`src/rtl/audipus_fp_pkg.sv`:
```
// Shared front-panel definitions: quadrature rest state, status-byte layout,
// delta limits and a Gray-transition classifier.
package audipus_fp_pkg;

   localparam logic [1:0] REST_STATE = 2'b11;
   localparam int SW_EVENT_BIT = 7;
   localparam int SW_LEVEL_BIT = 6;
   localparam int DELTA_MSB    = 5;
   localparam logic signed [5:0] DELTA_MAX = 6'sd31;
   localparam logic signed [5:0] DELTA_MIN = -6'sd32;

   typedef enum logic [1:0] {
      STEP_NONE,
      STEP_CW,
      STEP_CCW,
      STEP_INVALID
   } step_e;

   // Position of an AB state along the clockwise cycle 11 -> 01 -> 00 -> 10.
   function automatic logic [1:0] gray_pos(input logic [1:0] ab);
      case (ab)
         2'b11:   return 2'd0;
         2'b01:   return 2'd1;
         2'b00:   return 2'd2;
         default: return 2'd3;
      endcase
   endfunction

   function automatic step_e classify(input logic [1:0] prev_ab, input logic [1:0] cur_ab);
      logic [1:0] diff;
      diff = gray_pos(cur_ab) - gray_pos(prev_ab);
      case (diff)
         2'd0:    return STEP_NONE;
         2'd1:    return STEP_CW;
         2'd3:    return STEP_CCW;
         default: return STEP_INVALID;
      endcase
   endfunction

endpackage

```
`src/rtl/rotary_encoder_decoder_debounce.sv`:
```
// Two-flop synchroniser followed by a stability counter; the output follows the
// synchronised input only after DEBOUNCE_CYCLES consecutive differing cycles.
module input_debounce #(
   parameter int DEBOUNCE_CYCLES = 100000
) (
   input  logic clk,
   input  logic reset,
   input  logic din,
   output logic dout
);

   localparam int CNT_W = (DEBOUNCE_CYCLES > 2) ? $clog2(DEBOUNCE_CYCLES) : 1;
   localparam logic [CNT_W-1:0] CNT_LAST = CNT_W'(DEBOUNCE_CYCLES - 1);

   logic [1:0]       sync_q, sync_d;
   logic             deb_q, deb_d;
   logic [CNT_W-1:0] cnt_q, cnt_d;

   always_comb begin
      sync_d = {sync_q[0], din};
      deb_d  = deb_q;
      cnt_d  = '0;
      // Any agreement restarts the count, so only an unbroken run flips the output.
      if (sync_q[1] != deb_q) begin
         if (cnt_q == CNT_LAST) begin
            deb_d = sync_q[1];
         end else begin
            cnt_d = cnt_q + 1'b1;
         end
      end
   end

   always_ff @(posedge clk) begin
      if (reset) begin
         sync_q <= 2'b11;
         deb_q  <= 1'b1;
         cnt_q  <= '0;
      end else begin
         sync_q <= sync_d;
         deb_q  <= deb_d;
         cnt_q  <= cnt_d;
      end
   end

   assign dout = deb_q;

endmodule

```
`src/rtl/rotary_encoder_decoder.sv`:
```
// Rotary encoder front end: debounced quadrature decoded into a saturating
// detent count plus push-switch level/event, cleared by an SPI read strobe.
module rotary_encoder_decoder
   import audipus_fp_pkg::*;
#(
   parameter int DEBOUNCE_CYCLES  = 100000,
   parameter int STEPS_PER_DETENT = 4
) (
   input  logic       clk,
   input  logic       reset,
   input  logic       encoder_A,
   input  logic       encoder_B,
   input  logic       encoder_sw,
   input  logic       rotary_encoder_rd_stb,
   output logic [7:0] rotary_encoder_reg,
   output logic       encoder_event
);

   localparam logic signed [3:0] DETENT_STEPS = 4'(STEPS_PER_DETENT);

   logic a_deb, b_deb, sw_deb;
   logic [1:0] ab_cur;
   logic [1:0] ab_q, ab_d;
   logic signed [2:0] sub_q, sub_d;
   logic signed [3:0] sub_sum;
   logic signed [5:0] delta_q, delta_d, delta_base;
   logic signed [1:0] detent_inc;
   logic sw_event_q, sw_event_d;
   logic sw_level_q, sw_level_d;
   logic at_rest;
   step_e step;

   input_debounce #(.DEBOUNCE_CYCLES(DEBOUNCE_CYCLES)) u_deb_a (
      .clk(clk), .reset(reset), .din(encoder_A), .dout(a_deb));
   input_debounce #(.DEBOUNCE_CYCLES(DEBOUNCE_CYCLES)) u_deb_b (
      .clk(clk), .reset(reset), .din(encoder_B), .dout(b_deb));
   input_debounce #(.DEBOUNCE_CYCLES(DEBOUNCE_CYCLES)) u_deb_sw (
      .clk(clk), .reset(reset), .din(encoder_sw), .dout(sw_deb));

   function automatic logic signed [5:0] sat_add(input logic signed [5:0] base,
                                                 input logic signed [1:0] inc);
      logic signed [6:0] sum;
      sum = {base[5], base} + {{5{inc[1]}}, inc};
      if (sum > 7'sd31)  return DELTA_MAX;
      if (sum < -7'sd32) return DELTA_MIN;
      return sum[5:0];
   endfunction

   assign ab_cur = {a_deb, b_deb};

   always_comb begin
      ab_d       = ab_cur;
      step       = classify(ab_q, ab_cur);
      sub_sum    = {sub_q[2], sub_q};
      detent_inc = 2'sd0;
      case (step)
         STEP_CW:  sub_sum = sub_sum + 4'sd1;
         STEP_CCW: sub_sum = sub_sum - 4'sd1;
         default:  sub_sum = {sub_q[2], sub_q};
      endcase
      sub_d   = sub_sum[2:0];
      at_rest = (ab_cur == REST_STATE) ||
                ((STEPS_PER_DETENT == 2) && (ab_cur == ~REST_STATE));
      // sub_sum is one bit wider so a full detent (+4) is visible before truncation.
      if (at_rest && (ab_cur != ab_q)) begin
         if (sub_sum == DETENT_STEPS) begin
            detent_inc = 2'sd1;
         end else if (sub_sum == -DETENT_STEPS) begin
            detent_inc = -2'sd1;
         end
         sub_d = 3'sd0;
      end

      delta_base = rotary_encoder_rd_stb ? 6'sd0 : delta_q;
      delta_d    = sat_add(delta_base, detent_inc);
      sw_level_d = ~sw_deb;
      sw_event_d = (sw_event_q & ~rotary_encoder_rd_stb) | (sw_level_d & ~sw_level_q);
   end

   always_ff @(posedge clk) begin
      if (reset) begin
         ab_q       <= REST_STATE;
         sub_q      <= 3'sd0;
         delta_q    <= 6'sd0;
         sw_event_q <= 1'b0;
         sw_level_q <= 1'b0;
      end else begin
         ab_q       <= ab_d;
         sub_q      <= sub_d;
         delta_q    <= delta_d;
         sw_event_q <= sw_event_d;
         sw_level_q <= sw_level_d;
      end
   end

   assign rotary_encoder_reg[SW_EVENT_BIT]   = sw_event_q;
   assign rotary_encoder_reg[SW_LEVEL_BIT]   = sw_level_q;
   assign rotary_encoder_reg[DELTA_MSB:0]    = delta_q;
   assign encoder_event = (delta_q != 6'sd0) || sw_event_q;

endmodule

```
`config.mk`:
```
export PLATFORM = sky130hd
export DESIGN_NAME = rotary_encoder_decoder
export DESIGN_NICKNAME = d
export VERILOG_FILES = /design/src/rtl/audipus_fp_pkg.sv /design/src/rtl/rotary_encoder_decoder_debounce.sv /design/src/rtl/rotary_encoder_decoder.sv
export SDC_FILE = /design/constraint.sdc
export NUM_CORES = 1
export LEC_CHECK = 0
export CORE_ASPECT_RATIO = 0.7
export CORE_UTILIZATION = 35
export CTS_BUF_LIST = sky130_fd_sc_hd__clkbuf_2 sky130_fd_sc_hd__clkbuf_4 sky130_fd_sc_hd__clkbuf_8
export DETAILED_ROUTE_END_ITERATION = 7
export SYNTH_ARGS = -nofsm -noshare
export SYNTH_HDL_FRONTEND = slang
export SYNTH_SLANG_ARGS = --single-unit
```
`constraint.sdc`:
```
create_clock -name clk -period 6 [get_ports clk]
set_clock_uncertainty 0.05 [all_clocks]
set_input_delay 0.9 -clock clk [delete_from_list [all_inputs] [get_ports clk]]
set_output_delay 0.9 -clock clk [all_outputs]
set_load 0.02 [all_outputs]
```
==> results of run 1 <==
==> critical path: cells and delay by family, from the launching register on <==
family	cells	cell delay [ns]
compound gates	6	1.06
xor+xnor	2	0.59
fa+ha+maj	5	1.16
buf+inv	6	0.64
flops	1	0.43
mux	1	0.37
simple gates	5	1.22
==> through the flow <==
step | hold slack, ns | setup WS (ns) | instance area [um2] | util (%)
2_1_floorplan | 0.339 | 1.03 | 3630 | -
4_1_cts | 0.367 | 0.399 | 4080 | 41.3
6_report | 0.366 | 0.377 | 4090 | 41.5
3_5_place_dp | 0.348 | 0.460 | 3870 | 39.2
5_1_grt | 0.407 | 0.0118 | 4090 | 41.5
3_3_place_gp | 0.352 | 0.761 | 3870 | 39.2
==> layout by cell type, fill, tap and decap left out, types with 3 or more instances in the layout <==
cell	Yosys	final
clkbuf_8	0	10
dfxtp_1	73	73
xnor2_1	17	17
ha_1	14	14
nor3b_1	4	4
a21oi_1	15	15
nand2_1	34	34
inv_1	16	16
nor2b_1	4	4
and3_1	10	10
and2_1	3	3
nand3_1	15	15
xor2_1	32	32
nor2_1	63	63
or4_1	3	3
o21ai_0	13	13
o31ai_1	4	4
clkdlybuf4s50_1	0	14
nor3_1	6	6
or3_1	13	13
or2_2	7	7
nand4_1	14	14
nor4_1	4	4
o21ai_1	3	3
==> synthesized netlist by cell type (2+ instances only) <==
library cell / n / share of area, %
dfxtp_1: 73 / 40
nor2_1: 63 / 6.5
nand2_1: 34 / 3.5
xor2_1: 32 / 7.7
xnor2_1: 17 / 4.1
inv_1: 16 / 1.7
a21oi_1: 15 / 2.1
nand3_1: 15 / 2.1
ha_1: 14 / 4.8
nand4_1: 14 / 2.4
o21ai_0: 13 / 1.8
or3_1: 13 / 2.2
and3_1: 10 / 1.7
clkbuf_1: 7 / 0.72
or2_2: 7 / 1.2
nor3_1: 6 / 0.83
nor2b_1: 4 / 0.69
nor3b_1: 4 / 0.83
nor4_1: 4 / 0.69
o31ai_1: 4 / 0.83
and2_1: 3 / 0.52
buf_4: 3 / 0.62
o21ai_1: 3 / 0.41
or4_1: 3 / 0.62
a2111oi_0: 2 / 0.48
a31oi_1: 2 / 0.34
and2b_1: 2 / 0.41
mux2i_1: 2 / 0.55
nor4b_1: 2 / 0.48
o211ai_1: 2 / 0.41
o21a_1: 2 / 0.41
or4_4: 2 / 0.62
==> cells by family (layout without fill, tap and decap cells) <==
| family | after synthesis | count (layout) | synth area share (%) |
|---|---|---|---|
| and+or+nand+nor | 195 | 195 | 27.6 |
| DFF | 73 | 73 | 40.3 |
| xor gates and xnor gates | 51 | 51 | 12.9 |
| AOI/OAI and AO/OA | 50 | 50 | 9.07 |
| buffers and inverters | 29 | 50 | 3.59 |
| adders and majority gates | 15 | 15 | 5.38 |
| muxes | 3 | 3 | 1.17 |
==> routing by layer <==
metal / routed length [um] / vias up
met1: 3630 / 1283
met2: 2750 / 26
met3: 194 / 12
met4: 122 / 0
met5: 0 / -
li1: - / 1454
==> registers in the layout, summed over array words and instances, names as in the netlist <==
| register | cells |
|---|---|
| u_deb_a.cnt_q | 17 |
| u_deb_b.cnt_q | 17 |
| u_deb_sw.cnt_q | 17 |
| delta_q | 6 |
| sub_q | 3 |
| ab_q | 2 |
| u_deb_a.sync_q | 2 |
| u_deb_b.sync_q | 2 |
| u_deb_sw.sync_q | 2 |
| sw_event_q | 1 |
| sw_level_q | 1 |
| u_deb_a.dout | 1 |
| u_deb_b.dout | 1 |
| u_deb_sw.dout | 1 |
==> power breakdown <==
part | internal [mW] | switching [mW] | leakage, nW
combinational | 0.00540 | 0.00756 | 0.788
clock | 0.210 | 0.190 | 0.0996
sequential | 0.486 | 0.00137 | 0.590
==> worst paths after layout <==
check | endpoint | slack (ns) | cells after the start
max | delta_q[4] | 0.38 | 25
min | u_deb_sw.sync_q[1] | 0.37 | 1
max reg2reg | delta_q[4] | 0.38 | 25
min reg2reg | u_deb_sw.sync_q[1] | 0.37 | 1
==> final cells by class <==
class | count | area (um2)
clock buffers | 11 | 145
well taps | 128 | 160
multi-input cells | 314 | 2040
fillers | 979 | 5780
flip-flops and latches | 73 | 1460
inverters | 18 | 70.1
repair buffers | 16 | 155
clock inverters | 5 | 62.6
==> impl_metrics.py, run 1 <==
metrics = {
    "pwr": {
        "power_density_nw_per_um2": 220,
        "vdd_drop_max_mv": 0.109,
        "cellLeakagePower_nw": 1.48,
        "fin_total_pwr_mw": 0.901,
    },
    "sta": {
        "tightest_slew_ns": 0.615,
        "setup_violations": 0,
        "relSlewSlack_pct": 58.9,
        "finalCritPeriodShare_pct": 93.7,
        "hold_viol": 0,
        "setup-tns-final_ns": 0,
        "slew_viol_final": 0,
        "fin_crit_ns": 5.62,
        "rsz0062_at_grt": "false",
        "max_freq_ghz": 0.178,
    },
    "cells_and_area": {
        "nNetsFinal": 453,
        "drive_gt1_share_pct": 8.47,
        "instances_no_fill": 565,
        "antennaDiodeCount": 0,
        "area_growth_pct": 12.8,
    },
    "drt": {
        "drc": 0,
        "num_vias": 2775,
        "vias_per_cell": 4.91,
        "drtPass1Iterations": 4,
        "route.antenna.remaining_nets": 0,
        "wl_per_cell_um": 11.8,
        "wl_mm": 6.69,
        "drt_iter0_drc": 170,
    },
    "worst_setup_path": {
        "cp-start-kind": "flip-flop",
        "cp_slowest_stage_delay_ns": 0.53,
        "setup.worst_path.start": "u_deb_a.dout",
        "r2r_start": "u_deb_a.dout",
        "critPathCaptureType": "flip-flop",
        "critPathSlowestCell": "nor3b_1",
        "path_class": "reg2reg",
        "crit_fanout": 8,
        "cp.arrival_ns": 5.82,
        "worst_ep_required_time_ns": 6.20,
    },
    "floorplanning": {
        "die_h_um": 87.2,
        "start_util_pct": 36.8,
        "rows": 30,
        "io_pins": 15,
        "core_region_area_um2": 9870,
        "dieArea_um2": 10800,
        "fp.dieW_um": 124,
    },
    "global_routing": {
        "grt_usage_pct": 13.9,
        "busiest_layer": "met2",
        "grt_antenna_before_repair": 0,
        "overflow": 0,
        "grt_pass1_vias": 2529,
        "met2_usage_pct": 20.1,
        "use_met3_pct": 4.12,
        "grt_pass1_wl_mm": 11.6,
        "grt_max_degree": 18,
        "grt_use_met1_pct": 19.0,
    },
    "logic_synthesis": {
        "synth_area_um2": 3630,
        "netlist_instances": 416,
        "synth-edff-count": 0,
        "avgSynthCellArea_um2": 8.73,
        "seq_area_frac_synth_pct": 40.3,
        "synth-async-reset-ratio_pct": 0,
        "syn_nets": 437,
        "ys_warn_count": 0,
        "ys.flop_type": "dfxtp_1",
        "ys_types": 55,
        "synth-seq-cells": 73,
    },
    "placement": {
        "gp_congestion": 0.852,
        "dp.cells": 547,
        "hpwl_mm": 4.80,
        "io_buffer_count": 14,
    },
    "worst_hold_path": {
        "hold_class": "reg2reg",
        "min_from": "u_deb_sw.sync_q[0]",
    },
    "outcome": {
        "outcome": "finished, final reports clean",
    },
    "clock_tree": {
        "cts_tree": "built",
        "clock_latency_ns": 0.36,
        "cts_root_buf": "clkbuf_8",
        "cts_buffers": 9,
        "holdBufCountCts": 0,
        "postCtsSetupBuffers": 0,
        "cts-resized-gates": 0,
        "clkSinkCount": 73,
        "clockBufferDepth": 2,
        "htreeDepth": 3,
        "clk_pin_slew_worst_paths_ns": 0.08,
    },
    "job": {
        "maxCapViolCount": 0,
    },
}
No activity file was read; power rests on OpenSTA's default activity.
==> run 2, diff against run 1 <==
--- a/config.mk
+++ b/config.mk
@@ -5,7 +5,7 @@
 export SDC_FILE = /design/constraint.sdc
 export NUM_CORES = 1
 export LEC_CHECK = 0
-export CORE_ASPECT_RATIO = 0.7
+export CORE_ASPECT_RATIO = 1.2
 export CORE_UTILIZATION = 35
 export CTS_BUF_LIST = sky130_fd_sc_hd__clkbuf_2 sky130_fd_sc_hd__clkbuf_4 sky130_fd_sc_hd__clkbuf_8
 export DETAILED_ROUTE_END_ITERATION = 7
==> impl_metrics.py, run 2 (synthesis results as in run 1) <==
metrics = {
    "global_routing": {
        "grt_pass1_wl_mm": 11.0,
        "grt_usage_pct": 12.9,
        "overflow": 0,
        "grt_pass1_vias": 2462,
        "busiest_layer": "met2",
        "use_met3_pct": 2.80,
        "grt_antenna_before_repair": 0,
        "grt_max_degree": 18,
        "met2_usage_pct": 20.2,
        "grt_use_met1_pct": 16.4,
    },
    "cells_and_area": {
        "num-fill-cells": 1018,
        "multiInputGateArea_um2": 2040,
        "register_area_um2": 1460,
        "nNetsFinal": 451,
        "mostFrequentLayoutCell": "dfxtp_1",
        "final_cell_mix": "dfxtp_1, nor2_1, nand2_1, xor2_1, xnor2_1",
        "top_regs": "u_deb_a.cnt_q x17, u_deb_b.cnt_q x17, u_deb_sw.cnt_q x17",
        "final_area_um2": 4040,
        "area_growth_pct": 11.3,
        "instances_no_fill": 558,
        "drive_gt1_share_pct": 7.41,
        "antennaDiodeCount": 0,
    },
    "clock_tree": {
        "cts_tree": "built",
        "cts-resized-gates": 0,
        "postCtsSetupBuffers": 0,
        "clk_pin_slew_worst_paths_ns": 0.07,
        "cts_buffers": 9,
        "clkSinkCount": 73,
        "htreeDepth": 3,
        "cts_root_buf": "clkbuf_8",
        "holdBufCountCts": 0,
        "clock_latency_ns": 0.34,
        "clockBufferDepth": 2,
    },
    "sta": {
        "rsz0062_at_grt": "false",
        "tightest_slew_ns": 0.589,
        "finalCritPeriodShare_pct": 92.1,
        "relSlewSlack_pct": 60.7,
        "fin_crit_ns": 5.53,
        "slew_viol_final": 0,
        "setup_ws_ns": 0.473,
        "setup_violations": 0,
        "setup-tns-final_ns": 0,
        "hold_viol": 0,
        "max_freq_ghz": 0.181,
    },
    "placement": {
        "gp_congestion": 0.817,
        "io_buffer_count": 14,
        "dp.cells": 545,
        "hpwl_mm": 4.67,
        "pre_cts_ws_ns": 0.515,
        "post_dp_cell_area_um2": 3870,
    },
    "pwr": {
        "share_comb_of_total_power_pct": 1.5,
        "intPower_mw": 0.674,
        "power_frac_clock_pct": 40.5,
        "seqPwrFrac_pct": 58.0,
        "swShare_pct": 19.9,
        "vdd_drop_max_mv": 0.156,
        "power_density_nw_per_um2": 208,
        "cellLeakagePower_nw": 1.46,
        "p_sw_mw": 0.167,
    },
    "worst_setup_path": {
        "cp.arrival_ns": 5.68,
        "crit_fanout": 8,
        "reg2regPathDepth": 23,
        "worstReg2RegEnd": "delta_q[2]",
        "path_class": "reg2reg",
        "cp-start-kind": "flip-flop",
        "r2r_start": "u_deb_a.dout",
        "crit_end": "delta_q[2]",
        "critPathCaptureType": "flip-flop",
        "crit_chain": "inv_1 -> ha_1 -> inv_1 -> ha_1 -> xnor3_1 -> nor2_1 -> xor2_1 -> ha_1 -> or2_2 -> a2111oi_0 -> or4_4 -> mux2i_4 -> inv_1 -> ha_1 -> inv_1 -> fa_1 -> nor3b_1 -> a31oi_1 -> o31ai_1 -> nor3b_1 -> o311ai_2 -> a21oi_4 -> o31ai_1",
        "ff2ff_setup_slack_ns": 0.47,
        "cp_slowest_stage_delay_ns": 0.50,
        "setup.worst_path.start": "u_deb_a.dout",
        "critPathSlowestCell": "nor3b_1",
        "worst_ep_required_time_ns": 6.15,
    },
    "worst_hold_path": {
        "hold_class": "reg2reg",
    },
    "drt": {
        "route.antenna.remaining_nets": 0,
        "vias_per_cell": 4.97,
        "drt_iter0_drc": 108,
        "wl_per_cell_um": 11.5,
        "num_vias": 2771,
        "drtPass1Iterations": 5,
        "wl_mm": 6.40,
        "drc": 0,
    },
    "floorplanning": {
        "dieArea_um2": 10800,
        "start_util_pct": 36.1,
        "core_region_area_um2": 10100,
        "rows": 40,
        "fp.dieW_um": 95.0,
        "io_pins": 15,
        "die_h_um": 114,
    },
    "job": {
        "maxCapViolCount": 0,
    },
    "outcome": {
        "outcome": "finished, final reports clean",
    },
}
[run 2: worst max-delay path, delay by kind of cell, from the launching register on]
kind,cells,cell delay [ns]
buf+inv,4,0.33
compound gates,6,1.27
mux,1,0.34
simple gates,5,1.25
flops,1,0.43
fa+ha+maj,5,1.16
xor+xnor,2,0.55
[run 2: worst min path at each step]
stage | start | to | slack, ns | depth (start not counted)
after CTS | u_deb_sw.sync_q[0] | u_deb_sw.sync_q[1] | 0.36 | 1
after floorplan | u_deb_a.sync_q[0] | u_deb_a.sync_q[1] | 0.34 | 1
after detailed placement | u_deb_sw.sync_q[0] | u_deb_sw.sync_q[1] | 0.35 | 1
final | u_deb_sw.sync_q[0] | u_deb_sw.sync_q[1] | 0.36 | 1
after global placement | u_deb_sw.sync_q[0] | u_deb_sw.sync_q[1] | 0.34 | 1
after global routing | u_deb_a.sync_q[0] | u_deb_a.sync_q[1] | 0.37 | 1
[run 2: final cells by class]
class | instances | area share (%)
multi-input combinational | 314 | 50.4
sequential | 73 | 36.2
clock buffer | 13 | 4.27
tap | 126 | 3.90
timing repair buffer | 14 | 3.47
inverter | 18 | 1.73
[run 2: routing by layer]
metal  vias to the layer above  wire length (um)
li1                       1452                 -
met1                      1286              3170
met2                        22              2970
met3                        11               113
met4                         0               143
met5                         -                 0
[run 2: power by group through the flow]
stage               combinational [mW]  sequential [mW]  clock, mW
floorplan                      0.00778            0.499          0
global placement                0.0126            0.499          0
detailed placement              0.0127            0.499          0
CTS                             0.0128            0.488      0.357
global route                    0.0142            0.488      0.379
finish                          0.0126            0.488      0.341
[run 2: metrics by stage]
stage	util [%]	power (mW)	hold slack, ns
2_1_floorplan	-	0.507	0.339
3_3_place_gp	38.4	0.512	0.343
3_5_place_dp	38.4	0.512	0.345
4_1_cts	40.2	0.858	0.361
5_1_grt	40.2	0.881	0.373
6_report	40.2	0.842	0.359
